$ cat config.mk
export PLATFORM = sky130hd
export DESIGN_NAME = regfile_wb_arbiter
export DESIGN_NICKNAME = d
export VERILOG_FILES = /design/src/rtl/regfile_wb_arbiter.sv
export SDC_FILE = /design/constraint.sdc
export NUM_CORES = 1
export LEC_CHECK = 0
export BUFFER_PORTS_ARGS = -buffer_cell sky130_fd_sc_hd__clkbuf_2
export CORE_UTILIZATION = 47
export DETAILED_ROUTE_END_ITERATION = 10
export GPL_ROUTABILITY_DRIVEN = 0
export PLACE_DENSITY = 0.8
export SLEW_MARGIN = 20
export SYNTH_ARGS = -nofsm -noshare
export SYNTH_HDL_FRONTEND = slang
export SYNTH_SLANG_ARGS = --single-unit
export TNS_END_PERCENT = 1
$ cat constraint.sdc
create_clock -name CLK -period 2.55 [get_ports CLK]
set_clock_uncertainty 0.05 [all_clocks]
set_input_delay 0.1275 -clock CLK [delete_from_list [all_inputs] [get_ports CLK]]
set_output_delay 0.1275 -clock CLK [all_outputs]
set_load 0.01 [all_outputs]
$ cat src/rtl/regfile_wb_arbiter.sv
// Writeback arbiter between ALU and load results, with a registered register-file write port,
// a PC redirect for r15 and a pending-write scoreboard. Optional macro: WB_BYPASS_EN.
module regfile_wb_arbiter #(
  parameter int unsigned STARVE_MAX = 3
) (
  input  logic        CLK,
  input  logic        RST,
  input  logic        ALU_V,
  output logic        ALU_RDY,
  input  logic [3:0]  ALU_A,
  input  logic [31:0] ALU_D,
  input  logic        LD_V,
  output logic        LD_RDY,
  input  logic [3:0]  LD_A,
  input  logic [31:0] LD_D,
  input  logic        ISSUE_V,
  input  logic [3:0]  ISSUE_RD,
  input  logic [3:0]  CHK_A1,
  input  logic [3:0]  CHK_A2,
  input  logic [3:0]  CHK_RD,
  output logic        BUSY_HIT,
  output logic        WE3,
  output logic [3:0]  A3,
  output logic [31:0] WD3,
  output logic        PC_LD,
  output logic [31:0] PC_VAL,
  output logic [15:0] SCB
);

  localparam int unsigned CW = ($clog2(STARVE_MAX + 1) < 2) ? 2 : $clog2(STARVE_MAX + 1);
  localparam logic [CW-1:0] STARVE_LIM = CW'(STARVE_MAX);
  localparam logic [3:0] PC_REG = 4'd15;

  logic [CW-1:0] starve;
  logic          alu_win;
  logic          alu_acc;
  logic          ld_acc;
  logic          wb_acc;
  logic [3:0]    wb_a;
  logic [31:0]   wb_d;
  logic          we3_q;
  logic          pc_ld_q;
  logic [15:0]   scb_q;
  logic [15:0]   scb_set;
  logic [15:0]   scb_clr;
  logic [15:0]   busy_vec;

  // LD has priority unless the ALU has lost STARVE_MAX arbitrations in a row.
  always_comb begin
    alu_win = ALU_V && (!LD_V || (starve == STARVE_LIM));
    ALU_RDY = !RST && alu_win;
    LD_RDY  = !RST && LD_V && !alu_win;
    alu_acc = ALU_V && ALU_RDY;
    ld_acc  = LD_V && LD_RDY;
    wb_acc  = alu_acc || ld_acc;
    wb_a    = alu_acc ? ALU_A : LD_A;
    wb_d    = alu_acc ? ALU_D : LD_D;
  end

  always_ff @(posedge CLK) begin
    if (RST) begin
      starve <= '0;
    end else if (!ALU_V || alu_acc) begin
      starve <= '0;
    end else if (ld_acc && (starve != STARVE_LIM)) begin
      starve <= starve + CW'(1);
    end
  end

  always_ff @(posedge CLK) begin
    if (RST) begin
      we3_q   <= 1'b0;
      pc_ld_q <= 1'b0;
      A3      <= '0;
      WD3     <= '0;
      PC_VAL  <= '0;
    end else begin
      we3_q   <= wb_acc && (wb_a != PC_REG);
      pc_ld_q <= wb_acc && (wb_a == PC_REG);
      if (wb_acc && (wb_a != PC_REG)) begin
        A3  <= wb_a;
        WD3 <= wb_d;
      end
      if (wb_acc && (wb_a == PC_REG)) begin
        PC_VAL <= wb_d;
      end
    end
  end

  // A write still in the output stage when reset arrives is discarded, not emitted.
  assign WE3   = we3_q && !RST;
  assign PC_LD = pc_ld_q && !RST;

  always_comb begin
    scb_set = '0;
    scb_clr = '0;
    if (ISSUE_V && (ISSUE_RD != PC_REG)) begin
      scb_set[ISSUE_RD] = 1'b1;
    end
    if (WE3) begin
      scb_clr[A3] = 1'b1;
    end
  end

  // Set is ORed in after the clear so a same-edge issue keeps the bit pending.
  always_ff @(posedge CLK) begin
    if (RST) begin
      scb_q <= '0;
    end else begin
      scb_q <= ((scb_q & ~scb_clr) | scb_set) & 16'h7FFF;
    end
  end

  assign SCB = scb_q;

  always_comb begin
    busy_vec = scb_q;
`ifdef WB_BYPASS_EN
    if (WE3 && !(ISSUE_V && (ISSUE_RD == A3))) begin
      busy_vec[A3] = 1'b0;
    end
`endif
    BUSY_HIT = busy_vec[CHK_A1] | busy_vec[CHK_A2] | busy_vec[CHK_RD];
  end

endmodule

==> Word-level counts from Yosys, hierarchy flattened <==
Index checks and enable logic that the tools add are counted.
{ "totals": {"in_bits": 93, "register_bits": 87} }
{ "op_classes": {"n_addsub": 1, "mux": 14, "n_reduce_logical": 22, "n_bitwise": 5, "eq_ne": 5, "n_lt_le_gt_ge": 7} }
{ "ops": {"columns": ["operator", "count"], "rows": [
  ["$mux 32", 1],
  ["$mux 15", 2],
  ["$lt 4x5->1 const B", 5],
  ["$and 15x15->15", 1],
  ["$not 15->15", 1],
  ["$or 15x15->15", 1],
  ["$logic_and 1x1->1", 14],
  ["$bmux 1 s4", 3],
  ["$demux 1 s4", 2],
  ["$ge 4x1->1 const B", 2],
  ["$ne 4x4->1 const B", 2],
  ["$mux 1", 5],
  ["$eq 4x4->1 const B", 1],
  ["$logic_not 1->1", 4],
  ["$mux 4", 1],
  ["$logic_or 1x1->1", 3],
  ["$add 2x1->2 const B", 1],
  ["$eq 2x2->1 const B", 1],
  ["$ne 2x2->1 const B", 1],
  ["$or 1x1->1", 2],
  ["$reduce_or 2->1", 1]
]} }

==> Depth between registers and ports, before layout <==
Gate-level depths: netlist of run 1.
{ "logic_depth": {"word_depth": 8, "ltp_mapped": 9, "ltp_nobuf": 7} }

==> Worst setup path after synthesis of run 1 <==
No wires, ideal clock.
{ "synth_timing": {"path_kind": "reg2reg", "startpoint": "register starve[0]", "endpoint": "register PC_VAL[2]", "stages_incl_launch_ff": 8, "t_arrival_ns": 1.689, "t_required_ns": 2.381, "setup_ns": 0.119, "setup_slack_ns": 0.693, "n_path_buf": 1, "period_less_slack_ns": 1.857, "cell_sequence": "dfxtp_1 -> ha_1 -> nor2b_2 -> o21ai_1 -> a22oi_2 -> nand2_1 -> clkbuf_1 -> o221a_2"} }
{ "synth_between": {"elab_chain_cells": 8, "word_cells_on_any_way": 13} }
{ "synth_rtl": {"columns": ["element", "line", "source"], "rows": [
  ["from (decl)", "34", "logic [CW-1:0] starve;"],
  ["from (signal assigned)", "66", "starve <= starve + CW'(1);"],
  ["$eq 2x2->1 *", "50", "alu_win = ALU_V && (!LD_V || (starve == STARVE_LIM));"],
  ["$logic_or 1x1->1 *", "50", null],
  ["$logic_and 1x1->1 *", "50", null],
  ["$logic_and 1x1->1 or $logic_not 1->1 (tied branches)", "51, 52", null],
  ["$logic_and 1x1->1, on equally long branches", "53, 52", null],
  ["$mux 4 or $logic_and 1x1->1 (tied branches)", "56, 54", null],
  ["$eq 4x4->1 or $logic_or 1x1->1 (tied branches)", "84, 55", null],
  ["$logic_and 1x1->1", "84", "if (wb_acc && (wb_a == PC_REG)) begin"],
  ["to (signal assigned)", "85", "PC_VAL <= wb_d;"],
  ["to (decl)", "26", "output logic [31:0] PC_VAL,"]
]} }
Every way passes the cells marked *; elsewhere a longest branch is shown, timed or not.
A chain may end at the register's enable or synchronous reset.

==> Worst setup path in the final report of run 1 <==
{ "layout_timing": {"startpoint": "register starve[0]", "endpoint": "register WD3[19]"} }
{ "layout_between": {"elab_chain_cells": 8, "word_cells_on_any_way": 13} }
{ "layout_rtl": {"columns": ["element", "line", "source"], "rows": [
  ["$eq 2x2->1 *", "50", null],
  ["$logic_or 1x1->1 *", "50", null],
  ["$logic_and 1x1->1 *", "50", null],
  ["$logic_and 1x1->1 or $logic_not 1->1 (tied branches)", "51, 52", null],
  ["$logic_and 1x1->1, on equally long branches", "53, 52", null],
  ["$mux 4 or $logic_and 1x1->1 (tied branches)", "56, 54", null],
  ["$ne 4x4->1 or $logic_or 1x1->1 (tied branches)", "80, 55", null],
  ["$logic_and 1x1->1", "80", "if (wb_acc && (wb_a != PC_REG)) begin"],
  ["to (signal assigned)", "82", "WD3 <= wb_d;"],
  ["to (decl)", "24", "output logic [31:0] WD3,"]
]} }
Marked as above.

==> impl_metrics.ini, run 1 <==
[logic_synthesis]
syn_avg_cell_area_um2 = 9.69
yosysTopAreaCell = dfxtp_1
yosysSeqAreaShare_pct = 43.4
synth.net_count = 508
yosys_warnings = 0
ys_ff_latch = 87
synth_top_area_share_pct = 43.4
synthCells = 414
yosys-top-cells-area = dfxtp_1 (43%), o221a_2 (13%), nand2_1 (7.3%), mux4_2 (5.6%), o221a_1 (5.3%)
yosysUniqueCellTypes = 42
syn-cell-area_um2 = 4010

[drt]
wl_um = 11500
routedWlPerCell_um = 16.7
first_pass_iters = 4
viasPerCell = 5.72
post-route-drc-count = 0
vias = 3938
ant_nets = 0
drt_iter0_drc = 228

[pwr]
p_int_w = 0.00213
power.density_nw_per_um2 = 573
finalPower_w = 0.00294
ir_drop_v = 0.000380
combPwrFrac_pct = 15.6
swShare_pct = 27.7
p_leak_nw = 2.35
pwr-share-clk_pct = 34.4
switching_power_w = 0.000816
pwr-share-seq_pct = 50.0

[sta]
fin_crit_sh_pct = 91.5
setup_violations = 0
relSlewSlack_pct = 41.9
final-hold-violation-count = 0
rsz0062_at_grt = false
layout_setup_ws_ns = 0.217
maxClockFrequency_mhz = 429
fin_crit_ns = 2.33
fin_tns_setup_ns = 0
slew_violations = 0
worstMarginPinSlew_ns = 0.866

[grt]
grt_max_degree = 66
grt_pass1_vias = 3689
gr-usage-all-layers_pct = 25.3
global_route.usage.met2_pct = 42.6
overflow = 0
antenna_found_initial = 0
grt.met1_usage_pct = 32.6
grt_busiest_layer = met2
gr-usage-met3_pct = 4.11
grt_pass1_wl_um = 17600

[finish]
layout_commonest_cell = clkbuf_2
n_antenna_cell = 0
final_area_um2 = 5140
regArea_um2 = 1740
drive_gt1_share_pct = 46.2
multi_input_area_um2 = 2060
syn2layout_area_growth_pct = 28.1
nets = 673
fillCellCount = 726
final_cell_mix = clkbuf_2 (180), dfxtp_1 (87), nand2_1 (78)

[worst_setup_path]
path_max_fanout = 18
r2r_cells = 6
cp-start-kind = register
rrSetupSlack_ns = 0.22
crit_chain = ha_1, nor2b_2, o21ai_0, a22oi_2, a21boi_2, o221a_2
worstSetupPathType = register to register
rr_endpoint = WD3[19]$_SDFFE_PP0P_
cp.buffers_inverters = 0
cp.arrival_ns = 2.57
critical_path.top_delay_family = compound AO/OA/AOI/OAI gates
cpMaxStageDelayCell = a21boi_2
worstReg2RegStart = starve[0]$_SDFFE_PP0P_
cp-end-kind = register
required_ns = 2.79
cpPeakStageDelay_ns = 0.70

[flow_run]
maxCapViolations = 0

[floorplanning]
start_util_pct = 48.6
rows = 33
die_w_um = 94.4
dieArea_um2 = 8910
core_area_um2 = 8260
die_h_um = 94.4
io_pins = 182

[hold_path]
hold_depth = 3
min_from = ISSUE_RD[3]
min_path_type = primary input to register
hold_path_end = SCB[12]$_SDFF_PP0_

[clock_tree]
cts_resized = 0
post-cts-setup-buffers = 0
clock_sinks = 87
cts_root_buf = clkbuf_8
postCtsHoldBufs = 0
cts_buffer_depth = 2
clock_latency_ns = 0.34
htreeDepth = 3
cts.clk_slew.worst_paths_ns = 0.08
cts_buffers = 9
tritoncts = yes

[placed_design]
place_hpwl_um = 8170
place_area_um2 = 4910
post-place-ws_ns = 0.113
io_buffers = 180

[status]
status = finished clean
## worst register-to-register path, cell delays in order, from the launching register on
cell      delay (ns)
dfxtp_1         0.34
ha_1            0.29
nor2b_2         0.10
o21ai_0         0.31
a22oi_2         0.19
a21boi_2        0.70
o221a_2         0.31
## flip-flops by register name, summed over array words and instances, names as in the netlist
register,cells
starve,2
WD3,32
A3,4
PC_VAL,32
SCB,15
pc_ld_q,1
we3_q,1
## Yosys cell counts
library cell	n
nand4b_1	1
o22ai_1	1
nand4_1	3
clkbuf_1	17
mux2i_1	3
and3b_1	2
o221a_2	45
o21a_1	4
nand2_1	78
nor2_1	9
or2_1	1
nand3_1	37
nand2b_1	3
nor2b_2	1
a21boi_4	1
inv_1	7
and3_1	1
o21ai_1	3
buf_6	4
a22oi_2	2
or2_2	2
dfxtp_1	87
buf_4	7
and2_1	2
ha_1	1
o21ai_0	16
nand3b_1	2
a31oi_1	4
a32oi_1	2
buf_2	8
o221ai_1	2
a21oi_1	15
o211ai_1	2
nor3b_1	1
mux4_2	10
o221a_1	19
nor2b_1	3
a211oi_1	1
or3_1	1
conb_1	1
o2111ai_1	4
nand2b_4	1
## layer usage
layer,part of all wire [%],vias to the layer above
met5,0,-
met4,1.7,0
met3,6.7,15
met2,49,192
met1,43,1824
li1,-,1907
## cells by family after synthesis
kind of cell / share of synthesized area (%)
other cells: 0.0935
flops: 43.4
buf+inv: 5.68
simple gates: 17.0
fa+ha+maj: 0.312
compound gates: 27.1
mux: 6.36
## how the worst max path moves through the flow
stage                                 startpoint  slack [ns]                     end  cells after the start
final                     starve[0]$_SDFFE_PP0P_        0.22    WD3[19]$_SDFFE_PP0P_                      6
after global routing      starve[0]$_SDFFE_PP0P_        0.06    WD3[27]$_SDFFE_PP0P_                      6
after CTS                 starve[0]$_SDFFE_PP0P_        0.08     WD3[8]$_SDFFE_PP0P_                      6
after detailed placement  starve[0]$_SDFFE_PP0P_        0.11     WD3[6]$_SDFFE_PP0P_                      6
after global placement    starve[0]$_SDFFE_PP0P_        0.23     WD3[2]$_SDFFE_PP0P_                      6
after floorplan           starve[0]$_SDFFE_PP0P_        0.69  PC_VAL[2]$_SDFFE_PP0P_                      7
## cell type report
cell class              count  share of cell area (%)
clock buffers              10                    2.68
flip-flops and latches     87                    33.9
repair buffers            189                    18.8
multi-input cells         285                    40.0
well taps                 105                    2.56
clock inverters             6                    1.49
inverters                   7                   0.511
## stage by stage
| step | util (%) | hold slack (ns) | instances |
|---|---|---|---|
| floorplan | - | 0.225 | 414 |
| global placement | 59.5 | 0.357 | 672 |
| detailed placement | 59.5 | 0.365 | 672 |
| CTS | 62.1 | 0.0186 | 688 |
| global route | 62.2 | 0.0310 | 689 |
| finish | 62.2 | 0.0320 | 689 |
## power by group through the flow
stage	Combinational (W)	Sequential [W]	Clock (W)
after floorplan	0.000232	0.00152	0
after detailed placement	0.000456	0.00150	0
after global routing	0.000502	0.00148	0.00109
after global placement	0.000443	0.00150	0
final	0.000460	0.00147	0.00101
after CTS	0.000457	0.00147	0.00102
No activity file was read; power rests on OpenSTA's default activity.
==> run 2, diff against run 1 <==
Settings changed: ABC_AREA set to 1, CORE_UTILIZATION 47 to 50, PLACE_DENSITY 0.8 to 0.81.
==> impl_metrics.ini, run 2 <==
[clock_tree]
cts_buffer_depth = 2
cts.clk_slew.worst_paths_ns = 0.08
cts_resized = 0
clock_sinks = 87
cts_root_buf = clkbuf_8
post-cts-setup-buffers = 0
tritoncts = yes
clock_latency_ns = 0.34
postCtsHoldBufs = 0
cts_buffers = 9
htreeDepth = 3

[logic_synthesis]
ys_ff_latch = 87
yosysTopAreaCell = dfxtp_1
synthCells = 755
syn-cell-area_um2 = 4760
synth.net_count = 849
yosys_warnings = 0
yosysUniqueCellTypes = 30
synthTopCellsByCount = nand2_1 (154), nand3_1 (110), inv_1 (108)
synthArstFlopShare_pct = 0
yosys.cell_count.top_type = nand2_1
yosys-top-cells-area = dfxtp_1 (37%), nand2_1 (12%), nand3_1 (12%), inv_1 (8.5%), nor2_1 (6.5%)
syn_avg_cell_area_um2 = 6.31
yosysSeqAreaShare_pct = 36.6
ys.flop_type = dfxtp_1
synth_edf_count = 0
synth_top_area_share_pct = 36.6

[sta]
relSlewSlack_pct = 59.8
slew_violations = 0
setup_violations = 0
worstMarginPinSlew_ns = 0.601
fin_tns_setup_ns = 0
maxClockFrequency_mhz = 471
fin_crit_ns = 2.12
rsz0062_at_grt = false
layout_setup_ws_ns = 0.429
fin_crit_sh_pct = 83.2
final-hold-violation-count = 0

[grt]
overflow = 0
gr-usage-all-layers_pct = 25.2
grt_max_degree = 66
antenna_found_initial = 0
grt_pass1_vias = 4361
grt_pass1_wl_um = 20100

[pwr]
p_int_w = 0.00213
power.density_nw_per_um2 = 515
pwr-share-seq_pct = 48.3
switching_power_w = 0.000920
combPwrFrac_pct = 19.3
ir_drop_v = 0.000282
swShare_pct = 30.2
pwr-share-clk_pct = 32.4
p_leak_nw = 3.05

[drt]
ant_nets = 0
drt_iter0_drc = 195
first_pass_iters = 4
viasPerCell = 4.91
vias = 5136
post-route-drc-count = 0
routedWlPerCell_um = 11.9
wl_um = 12400

[floorplanning]
start_util_pct = 51.6
rows = 35
io_pins = 182
die_h_um = 99.6
die_w_um = 99.6
core_area_um2 = 9240
dieArea_um2 = 9920

[finish]
final_cell_mix = clkbuf_2 (180), nand2_1 (153), nand3_1 (110)
syn2layout_area_growth_pct = 24.3
n_antenna_cell = 0
fin_cells = 1046
layout_commonest_cell = clkbuf_2
nets = 1006
drive_gt1_share_pct = 26.2

[hold_path]
min_path_type = primary input to register

[worst_setup_path]
cp.buffers_inverters = 4
cpPeakStageDelay_ns = 0.34
crit_chain = ha_1, inv_1, nand2_2, nand2_4, inv_1, buf_4, clkbuf_2
cpMaxStageDelayCell = dfxtp_1
critical_path.top_delay_family = buffers and inverters
worstSetupPathType = register to output port
required_ns = 2.37
cp_common_cell = inv_1
path_max_fanout = 41
cp-end-kind = output port
cp.arrival_ns = 1.94
cp-start-kind = register

[placed_design]
placedCellCount = 1030
post-place-ws_ns = 0.477
io_buffers = 180
place_hpwl_um = 9160

[flow_run]
maxCapViolations = 0

[status]
status = finished clean
-- run 2: cell count changes in the layout (fill, tap and decap cells not counted), sizes merged, moves of 29 or more --
| cell | before | now |
|---|---|---|
| nor2 | 9 | 84 |
| nand2 | 78 | 156 |
| nand3 | 37 | 110 |
| inv | 10 | 114 |
| o21ai | 19 | 54 |
| or2 | 3 | 32 |
| a21oi | 15 | 59 |
| o221a | 64 | 0 |
-- run 2: metrics by stage --
step           utilization (%)  hold WS [ns]  total power, W  area [um2]
2_1_floorplan                -         0.239         0.00186        4760
3_3_place_gp              61.9         0.357         0.00209        5720
3_5_place_dp              61.9         0.364         0.00209        5720
4_1_cts                   64.1        0.0222         0.00307        5920
5_1_grt                   64.1        0.0620         0.00321        5920
6_report                  64.1        0.0345         0.00305        5920
-- run 2: area by class of cell --
cell class / instances / area, um2
clock buffer: 9 / 124
inverter: 111 / 417
clock inverter: 7 / 78.8
tap: 129 / 161
fill: 904 / 3320
timing repair buffer: 190 / 1000
multi-input combinational: 513 / 2400
sequential: 87 / 1740
-- run 2: metal layers --
metal	part of all wire [%]	wire length [um]	vias up	GRT usage [%]
li1	-	-	2691	-
met3	6.8	846	20	5.76
met5	0	0	-	0
met2	48	5950	171	43.2
met4	2.2	279	0	10.1
met1	43	5340	2254	30.5
-- run 2: worst min-delay path, stage by stage --
cell and delay [ns]:
clkbuf_2 0.11, nand3_1 0.11, nor2_1 0.04
-- run 2: final timing paths --
check | to | slack, ns | from | depth (start not counted)
worst max-delay path | ALU_RDY | 0.43 | starve[0]$_SDFFE_PP0P_ | 7
worst min-delay path | starve[0]$_SDFFE_PP0P_ | 0.03 | LD_V | 3
worst max register to register | WD3[13]$_SDFFE_PP0P_ | 0.48 | starve[0]$_SDFFE_PP0P_ | 10
worst min register to register | starve[0]$_SDFFE_PP0P_ | 0.38 | starve[0]$_SDFFE_PP0P_ | 1
-- run 2: cell families after synthesis --
family                   Yosys count  share of synthesized area (%)
AND/OR/NAND/NOR                  387                           35.9
buffers and inverters            155                           13.3
AO/OA/AOI/OAI                    124                           14.0
flip-flops                        87                           36.6
adder cells (fa/ha/maj)            1                          0.263
other                              1                         0.0787
-- run 2: power by group through the flow --
stage               clock [W]  combinational [W]  sequential, W
finish               0.000987           0.000589        0.00147
global route          0.00107           0.000661        0.00148
CTS                   0.00101           0.000590        0.00147
detailed placement          0           0.000587        0.00150
global placement            0           0.000584        0.00150
floorplan                   0           0.000333        0.00153
==> run 3, diff against run 2 <==
Settings changed: CORE_UTILIZATION 50 to 45, PLACE_DENSITY 0.81 to 0.77.
Clock period 2.55 ns to 1.8 ns, I/O delays scaled along.
==> impl_metrics.ini, run 3 (same netlist as run 2, synthesis figures left out) <==
[placed_design]
place_hpwl_um = 9550
io_buffers = 180
place_area_um2 = 5870

[finish]
layout_commonest_cell = clkbuf_2
final_area_um2 = 6240
drive_gt1_share_pct = 28.5
final_cell_mix = clkbuf_2 (180), nand2_1 (152), nand3_1 (110)
syn2layout_area_growth_pct = 31.0
nets = 1021
final_util_pct = 60.7
n_antenna_cell = 0

[sta]
slew_violations = 0
fin_crit_sh_pct = 103
layout_setup_ws_ns = -0.0505
final-hold-violation-count = 0
maxClockFrequency_mhz = 540
setup_violations = 22
holdWs_ns = 0.0563
fin_tns_setup_ns = -0.585
rsz0062_at_grt = true
fin_crit_ns = 1.85

[grt]
grt_pass1_vias = 4587
grt_pass1_wl_um = 20900
gr-usage-all-layers_pct = 23.2
grt_max_degree = 65
antenna_found_initial = 0
overflow = 0

[clock_tree]
htreeDepth = 3
cts_buffer_depth = 2
cts_root_buf = clkbuf_8
tritoncts = yes
cts.clk_slew.worst_paths_ns = 0.09
clock_latency_ns = 0.34
cts_buffers = 9
clock_sinks = 87

[pwr]
p_leak_nw = 3.18
ir_drop_v = 0.000434
finalPower_w = 0.00451
power.density_nw_per_um2 = 723

[worst_setup_path]
path_max_fanout = 8
cp.arrival_ns = 2.04
rr_endpoint = PC_VAL[18]$_SDFFE_PP0P_
cp-start-kind = register
r2r_cells = 12
cp-end-kind = register
worstReg2RegStart = starve[1]$_SDFFE_PP0P_
crit_end = PC_VAL[18]$_SDFFE_PP0P_
crit_start = starve[1]$_SDFFE_PP0P_
worstSetupPathType = register to register
required_ns = 1.99
rrSetupSlack_ns = -0.05

[drt]
vias = 5237
drt_iter0_drc = 330
viasPerCell = 4.90
post-route-drc-count = 0
routedWlPerCell_um = 12.3
wl_um = 13200
first_pass_iters = 5
ant_nets = 0

[status]
status = finished, violations left
violations = negative setup slack

[flow_run]
maxCapViolations = 0

[floorplanning]
die_w_um = 105
rows = 37
die_h_um = 105
start_util_pct = 46.4
dieArea_um2 = 11000
io_pins = 182
core_area_um2 = 10300

[hold_path]
min_path_type = primary input to register
[run 3: cell types whose count changed in the layout (fill, tap and decap cells not counted), moves of 2 or more]
cell	delta
o21ai_1	+4
clkbuf_16	+2
inv_6	-2
a21oi_1	-4
clkbuf_1	+2
buf_12	+6
a21oi_2	+4
nor2_1	-2
buf_4	+4
buf_6	+2
o21ai_2	+4
o21ai_0	-8
[run 3: what timing repair did]
| action | in CTS | in global routing |
|---|---|---|
| endpoints found under the hold margin | 2 | 0 |
| gates cloned | 0 | 3 |
| hold buffers | 1 | 0 |
| pin swaps | 2 | 4 |
| resized for setup | 8 | 17 |
| buffers inserted | 0 | 3 |
| setup endpoints to repair | 44 | 70 |
[run 3: layer usage]
layer / up-vias / wire [um] / track usage, %
met3: 17 / 1060 / 6.18
met1: 2304 / 5550 / 28.0
met2: 195 / 6370 / 40.3
met4: 0 / 182 / 6.94
met5: - / 0 / 0
li1: 2721 / - / -
[run 3: how the worst min path moves through the flow]
| stage | from | to | slack (ns) | cells past startpoint |
|---|---|---|---|---|
| after CTS | ISSUE_RD[2] | SCB[1]$_SDFF_PP0_ | 0.04 | 4 |
| after global routing | ISSUE_RD[3] | SCB[1]$_SDFF_PP0_ | 0.05 | 4 |
| final | LD_D[25] | WD3[25]$_SDFFE_PP0P_ | 0.06 | 5 |
| after floorplan | LD_V | starve[1]$_SDFFE_PP0P_ | 0.20 | 2 |
| after detailed placement | LD_V | starve[1]$_SDFFE_PP0P_ | 0.36 | 3 |
| after global placement | starve[0]$_SDFFE_PP0P_ | starve[0]$_SDFFE_PP0P_ | 0.36 | 1 |
[run 3: where the power goes]
group	leakage, nW	switching, W	internal (W)
registers	0.712	0.0000632	0.00202
logic	2.35	0.000522	0.000380
clock network	0.111	0.000692	0.000830
total	3.18	0.00128	0.00323
[run 3: stage by stage]
step / cells / setup WS (ns)
finish: 1068 / -0.0505
global route: 1068 / -0.164
CTS: 1062 / -0.00683
detailed placement: 1045 / -0.0343
global placement: 1045 / 0.0167
floorplan: 755 / 0.0696
[run 3: layout make-up]
class / instances / area [um2]
clock buffers: 12 / 145
inverters: 111 / 417
well taps: 136 / 170
flip-flops and latches: 87 / 1740
clock inverters: 4 / 77.6
repair buffers: 205 / 1230
multi-input cells: 513 / 2460
fillers: 1047 / 4040
[run 3: worst max-delay path, stage by stage (launching register included)]
cell	delay [ns]
dfxtp_1	0.36
ha_4	0.15
inv_2	0.04
nand2_2	0.10
buf_4	0.14
nand3_1	0.07
nand2_1	0.09
nand2_1	0.09
nor2_4	0.25
clkbuf_16	0.21
nand3_1	0.07
nand2_1	0.08
nor2_1	0.04
